==> src/rtl/ffsr_pulse_array.sv <==
// Multi-channel thermometer-code (shift-register) counter array.
// Optional shared periodic leak enabled by defining FFSR_LEAK_EN.
module ffsr_pulse_array #(
    parameter int WIDTH       = 8,
    parameter int CHANNELS    = 4,
    parameter int LEAK_PERIOD = 16,
    localparam int CW         = $clog2(WIDTH + 1)
) (
    input  logic                      clk,
    input  logic                      rst,
    input  logic [CHANNELS*WIDTH-1:0] init,
    input  logic [CHANNELS-1:0]       load,
    input  logic [CHANNELS-1:0]       inc,
    input  logic [CHANNELS-1:0]       dec,
    output logic [CHANNELS*WIDTH-1:0] out,
    output logic [CHANNELS-1:0]       full,
    output logic [CHANNELS-1:0]       empty,
    output logic [CHANNELS*CW-1:0]    count,
    output logic [CHANNELS-1:0]       ovf,
    output logic [CHANNELS-1:0]       udf
);

    logic [CHANNELS*WIDTH-1:0] r_out;
    logic [CHANNELS-1:0]       r_ovf;
    logic [CHANNELS-1:0]       r_udf;
    logic [CHANNELS-1:0]       w_up;
    logic [CHANNELS-1:0]       w_dn;
    logic [CHANNELS-1:0]       w_full;
    logic [CHANNELS-1:0]       w_empty;
    logic [CHANNELS*CW-1:0]    w_count;
    logic                      w_leak_tick;

`ifdef FFSR_LEAK_EN
    localparam int LW = (LEAK_PERIOD > 1) ? $clog2(LEAK_PERIOD) : 1;

    logic [LW-1:0] r_leak_cnt;

    assign w_leak_tick = (r_leak_cnt == LW'(LEAK_PERIOD - 1));

    // Shared free-running leak interval counter, wraps at LEAK_PERIOD-1
    always_ff @(posedge clk) begin
        if (rst) begin
            r_leak_cnt <= '0;
        end else if (w_leak_tick) begin
            r_leak_cnt <= '0;
        end else begin
            r_leak_cnt <= r_leak_cnt + LW'(1);
        end
    end
`else
    logic [31:0] w_unused_leak;

    assign w_unused_leak = LEAK_PERIOD;
    assign w_leak_tick   = 1'b0;
`endif

    // Net step per channel: inc - dec - leak, clipped to +1/0/-1
    always_comb begin
        logic [2:0] v_net;
        w_up = '0;
        w_dn = '0;
        for (int c = 0; c < CHANNELS; c++) begin
            v_net   = 3'(inc[c]) - 3'(dec[c]) - 3'(w_leak_tick);
            w_up[c] = (v_net == 3'd1);
            w_dn[c] = v_net[2];
        end
    end

    // Status flags and population count decoded from the value register
    always_comb begin
        logic [CW-1:0] v_pop;
        w_full  = '0;
        w_empty = '0;
        w_count = '0;
        for (int c = 0; c < CHANNELS; c++) begin
            v_pop = '0;
            for (int b = 0; b < WIDTH; b++) begin
                v_pop = v_pop + CW'(r_out[c*WIDTH+b]);
            end
            w_full[c]             = &r_out[c*WIDTH +: WIDTH];
            w_empty[c]            = ~|r_out[c*WIDTH +: WIDTH];
            w_count[c*CW +: CW]   = v_pop;
        end
    end

    // Per-channel value update with load priority and saturation events
    always_ff @(posedge clk) begin
        if (rst) begin
            r_out <= init;
            r_ovf <= '0;
            r_udf <= '0;
        end else begin
            for (int c = 0; c < CHANNELS; c++) begin
                if (load[c]) begin
                    r_out[c*WIDTH +: WIDTH] <= init[c*WIDTH +: WIDTH];
                    r_ovf[c]                <= 1'b0;
                    r_udf[c]                <= 1'b0;
                end else begin
                    if (w_up[c]) begin
                        r_out[c*WIDTH +: WIDTH] <=
                            {r_out[c*WIDTH +: WIDTH-1], 1'b1};
                    end else if (w_dn[c]) begin
                        r_out[c*WIDTH +: WIDTH] <=
                            {1'b0, r_out[c*WIDTH+1 +: WIDTH-1]};
                    end
                    r_ovf[c] <= w_up[c] & w_full[c];
                    r_udf[c] <= w_dn[c] & w_empty[c];
                end
            end
        end
    end

    assign out   = r_out;
    assign full  = w_full;
    assign empty = w_empty;
    assign count = w_count;
    assign ovf   = r_ovf;
    assign udf   = r_udf;

endmodule

==> config.mk <==
export PLATFORM = sky130hd
export DESIGN_NAME = ffsr_pulse_array
export DESIGN_NICKNAME = d
export VERILOG_FILES = /design/src/rtl/ffsr_pulse_array.sv
export SDC_FILE = /design/constraint.sdc
export NUM_CORES = 1
export LEC_CHECK = 0
export BUFFER_PORTS_ARGS = -buffer_cell sky130_fd_sc_hd__buf_4
export CAP_MARGIN = 10
export CORE_AREA = 2 2 100 102
export CTS_CLUSTER_DIAMETER = 80
export DETAILED_ROUTE_END_ITERATION = 16
export DIE_AREA = 0 0 102 104
export PLACE_DENSITY_LB_ADDON = 0.2
export SYNTH_ARGS = -nofsm -noshare
export SYNTH_HDL_FRONTEND = slang
export SYNTH_SLANG_ARGS = --single-unit
==> constraint.sdc <==
create_clock -name clk -period 6.7 [get_ports clk]
set_input_delay 0 -clock clk [delete_from_list [all_inputs] [get_ports clk]]
set_output_delay 0 -clock clk [all_outputs]
set_load 0.02 [all_outputs]
### Word level (Yosys, flattened, before mapping)

Index checks and enable logic that the tools add are counted.
Widths: inputs -> output; s select.

| operators by class | value |
|---|---|
| reductions and logical operators | 20 |
| magnitude comparators | 0 |
| eq/ne operators | 4 |
| bitwise operators | 8 |
| shifts and indexed selects | 0 |
| $mul | 0 |
| $add $sub $neg | 32 |
| div/mod/pow operators | 0 |
| multiplexer cells | 13 |

Operators with widths:

| operator | number |
|---|---|
| $mux 8 | 12 |
| $add 4x1->4 | 16 |
| $mux 32 | 1 |
| $reduce_and 8->1 | 4 |
| $reduce_or 8->1 | 4 |
| $add 3x1->4 | 4 |
| $reduce_bool 4->1 | 4 |
| $add 2x1->3 | 4 |
| $eq 3x1->1 const B | 4 |
| $add 1x1->2 | 4 |
| $and 1x1->1 | 8 |
| $reduce_or 2->1 | 4 |
| $sub 1x1->2 | 4 |
| $logic_not 1->1 | 4 |

| storage, ports and cells | value |
|---|---|
| bits in latches | 0 |
| memories kept | 0 |
| output and inout bits | 64 |
| word-level logic and storage cells | 89 |
| input bits | 46 |
| memory bits (read-only) | 0 |
| memory bits (writable) | 0 |
| register bits | 40 |

### Longest topological paths before layout

| depth | value |
|---|---|
| word-level depth | 7 |
| mapped depth | 9 |
| gate-level depth less buffers | 9 |

### Least setup slack after synthesis

Ideal clock, no wire load.

| timing path | value |
|---|---|
| path type | reg-to-output |
| from | register r_out[24] (netlist: out[24]) |
| to | output count[14] |
| cell stages (with the launch flop) | 10 |
| setup slack | 3.675 ns |
| data required time | 6.700 ns |
| arrival time | 3.025 ns |
| cells stage by stage | edfxtp_1 > fa_1 > inv_1 > fa_1 > fa_1 > inv_1 > ha_1 > inv_1 > fa_1 > xnor2_1 |

| between the ends | value |
|---|---|
| word-level cells in the longest chain between the ends | 7 |

RTL lines:

| element | RTL line | source |
|---|---|---|
| start: declaration | 23 | `logic [CHANNELS*WIDTH-1:0] r_out;` |
| start signal: assignment | 89 | `r_out <= init;` |
| start signal: indexed assignment | 95 | `r_out[c*WIDTH +: WIDTH] <= init[c*WIDTH +: WIDTH];` |
| start signal: indexed assignment | 100 | `r_out[c*WIDTH +: WIDTH] <=` |
| $add 1x1->2 | 78 | `v_pop = v_pop + CW'(r_out[c*WIDTH+b]);` |
| $add 2x1->3 | 78 |  |
| $add 3x1->4 | 78 |  |
| $add 4x1->4 (4 in a row) | 78 |  |
| end: declaration | 18 | `output logic [CHANNELS*CW-1:0] count,` |

Every way passes these cells.

### Worst setup path in the final report

| timing path | value |
|---|---|
| from | register r_out[1] (netlist: out[1]) |
| to | output count[2] |

Same word-level chain as after synthesis.

==> metrics.txt <==
outcome finished, final reports clean; CTS tree done; Post-Route WL 7.52 mm; final worst slack between 3 and 4 ns; vias roughly 2600; Hold Slack approximately 0.011 ns; Storage cell area 1120 um^2; antenna violations before repair 0; Synth Register Bits 40; global-route wire length before repair around 12 mm; clock power share around 16%; number of synthesized flops with an enable pin 32; CP cell instances inv_1 > fa_1 > fa_1 > fa_1 > inv_1 > ha_1 > inv_1 > fa_1 > xnor2_1 > buf_4; worst reg2reg endpoint udf[0]; worst-skew pair later-pin latency just under 0.3 ns; Fillers 961; Mapped Nets 409; DRC 0; Synth Flop Type edfxtp_1; total number of H-tree levels 2; Syn Inst Count about 320; Root Buffer clkbuf_8; wire length per cell ~14 um; area leader, netlist edfxtp_1; Die Span X between 100 and 150 um; largest net degree at the start of global routing 41; Net Sw Frac roughly two fifths; post-synthesis mux area share between 7 and 8%; Final Max Tran Viols 0; Setup Slack @ Placement roughly 3.8 ns; clk buf depth 2; Gate power share a little over half; port bufs approximately 110; unrepaired setup endpoints after global routing no; post-synthesis simple-gate area fraction approximately 12%; Worst Reg2Reg Path Length in Cells 4; P_leak 1.94 nW; TritonCTS sink count 40; fin crit share just under 50%; Num CTS Buffers 5; CP Capture Type output port; startpoint types register; layout cell share with drive strength beyond 1 30.0%; sequential fraction of the synthesis area 35.5%; final net count between 500 and 600; Critical path origin out[1]; top post-synthesis cells by area edfxtp_1 (30%), ha_1 (11%), fa_1 (10%); crit path DAT between 3 and 4 ns; slowest stage delay, CP between 0.5 and 0.6 ns; CP top delay family adder cells; Yosys cell types 28; GPL Wtd Cong ~0.77; skew final ~0.0067 ns; TNS Setup 0 ns; Cell Area, Synth approximately 3200 um^2; clock period minus worst slack approximately 3.3 ns; die height around 100 um; complex-gate fraction of the synthesized area 11.1%; vias per inst 4.62; via count of the first global-routing pass about 2500; overall power around 1.1 mW; Post-Layout Cell Count between 500 and 600; reg-to-reg slack, setup 5.19 ns; Crit path top cell by count fa_1; P&R area growth vs syn 31.3%; largest family of logic cells by synthesized area adder cells; Internal 0.633 mW; fraction of registers with async set/reset 0%; core area 9550 um^2; kind of critical path reg2out; Multi-input gate area ~1700 um^2; launch point of the worst reg-to-reg path out[1]; xor/xnor share of the synthesized area approximately 1.1%; Initial Utilization 33.1%; Inst Count DP between 500 and 600; YS warnings 0; Clock transition at path regs ~0.08 ns; full die area roughly 11000 um^2; Max-cap violations 0; top-count cell post-synth inv_1; GRT Overall Usage around 14%; Ports 110; Crit Path Max Fanout 5; Reg power frac between 30% and 40%; hold_sp init[28]; hold buffers post-CTS 0; Pwr Density approximately 260 nW/um^2; Post-Synth Adder-Cell Area 21.2%; setup repair bufs after CTS 0; WHS Endpoint out[28]; drt initial violations 50; CP max stage cell fa_1; worst-margin pin slew 0.460 ns; stages on the worst setup path 10; Max-slew headroom between 60 and 70%; Overflow after GRT 0; Detailed Place HPWL 5.84 mm; Worst Path Buf+Inv 4; Synth top area share a little under a third; fmax ~310 MHz; DRT Pass-1 Iters 6; Critical Path RT ~6.7 ns; final-report setup violation count 0; post-CTS sizing 0; most frequent cells after synthesis inv_1 (71), o21ai_0 (59), edfxtp_1 (32); Peak VDD IR between 0.1 and 0.15 mV; Hold Path Class in2reg; FP Rows 36; Final Hold Fails 0; Psw between 0.4 and 0.5 mW; diode count 0; mean post-synth cell area approximately 10 um^2; Hold Crit Depth 3; ANT nets after route 0
[cell type report]
class	instances	area share (%)
multi-input cells	192	40.6
flip-flops and latches	40	27.0
repair buffers	109	19.7
inverters	71	6.43
well taps	133	4.01
clock buffers	8	2.17
[layout by cell type, fill, tap and decap left out]
cell type,n
nor4_4,5
inv_1,71
nor4_2,2
or4b_4,4
mux2i_1,24
clkbuf_1,2
o21ai_1,1
fa_1,16
o31ai_1,4
clkbuf_8,6
a21oi_1,4
buf_4,109
or3_1,4
or2_1,4
o21ai_0,59
nand3_1,4
nand4_1,4
nor4_1,1
nor2_1,16
xnor2_1,4
dfxtp_1,8
ha_1,28
nor2b_1,4
edfxtp_1,32
nand2_1,4
[worst register-to-register path, delay by kind of cell, from the launching register on]
family,cells,cell delay [ns]
DFF,1,0.47
adders and majority gates,1,0.15
buffers and inverters,1,0.14
and+or+nand+nor,2,0.69
[cells by family after synthesis]
| logic type | count (synthesis) |
|---|---|
| AND/OR/NAND/NOR | 52 |
| XOR/XNOR | 4 |
| buffers and inverters | 87 |
| adder cells (fa/ha/maj) | 44 |
| AO/OA/AOI/OAI | 68 |
| flip-flops | 40 |
| multiplexers | 24 |
[how the worst max path moves through the flow]
stage,to,slack [ns]
after floorplan,count[14],3.67
after global placement,count[2],3.81
after detailed placement,count[2],3.75
after CTS,count[2],3.41
after global routing,count[14],3.26
final,count[2],3.44
[power by group through the flow]
stage,combinational [mW],sequential [mW],clock (mW)
floorplan,0.341,0.351,0
global placement,0.564,0.335,0
detailed placement,0.579,0.336,0
CTS,0.581,0.330,0.176
global route,0.641,0.334,0.187
finish,0.570,0.330,0.170
[sequential cells by signal (all words and copies together), names as in the netlist]
| name | cells |
|---|---|
| out | 32 |
| ovf | 4 |
| udf | 4 |
[through the flow]
stage               cell area [um^2]  util [%]
detailed placement              4060      42.5
finish                          4150      43.4
global route                    4150      43.4
global placement                4060      42.5
CTS                             4150      43.4
floorplan                       3160         -
[routing by layer]
| layer | GRT usage (%) | share of wire (%) |
|---|---|---|
| met1 | 19.0 | 45 |
| met2 | 23.6 | 50 |
| met3 | 2.82 | 5.1 |
| met4 | 3.14 | 0.84 |
| met5 | 0 | 0 |
(Power assumes the default switching activity.)
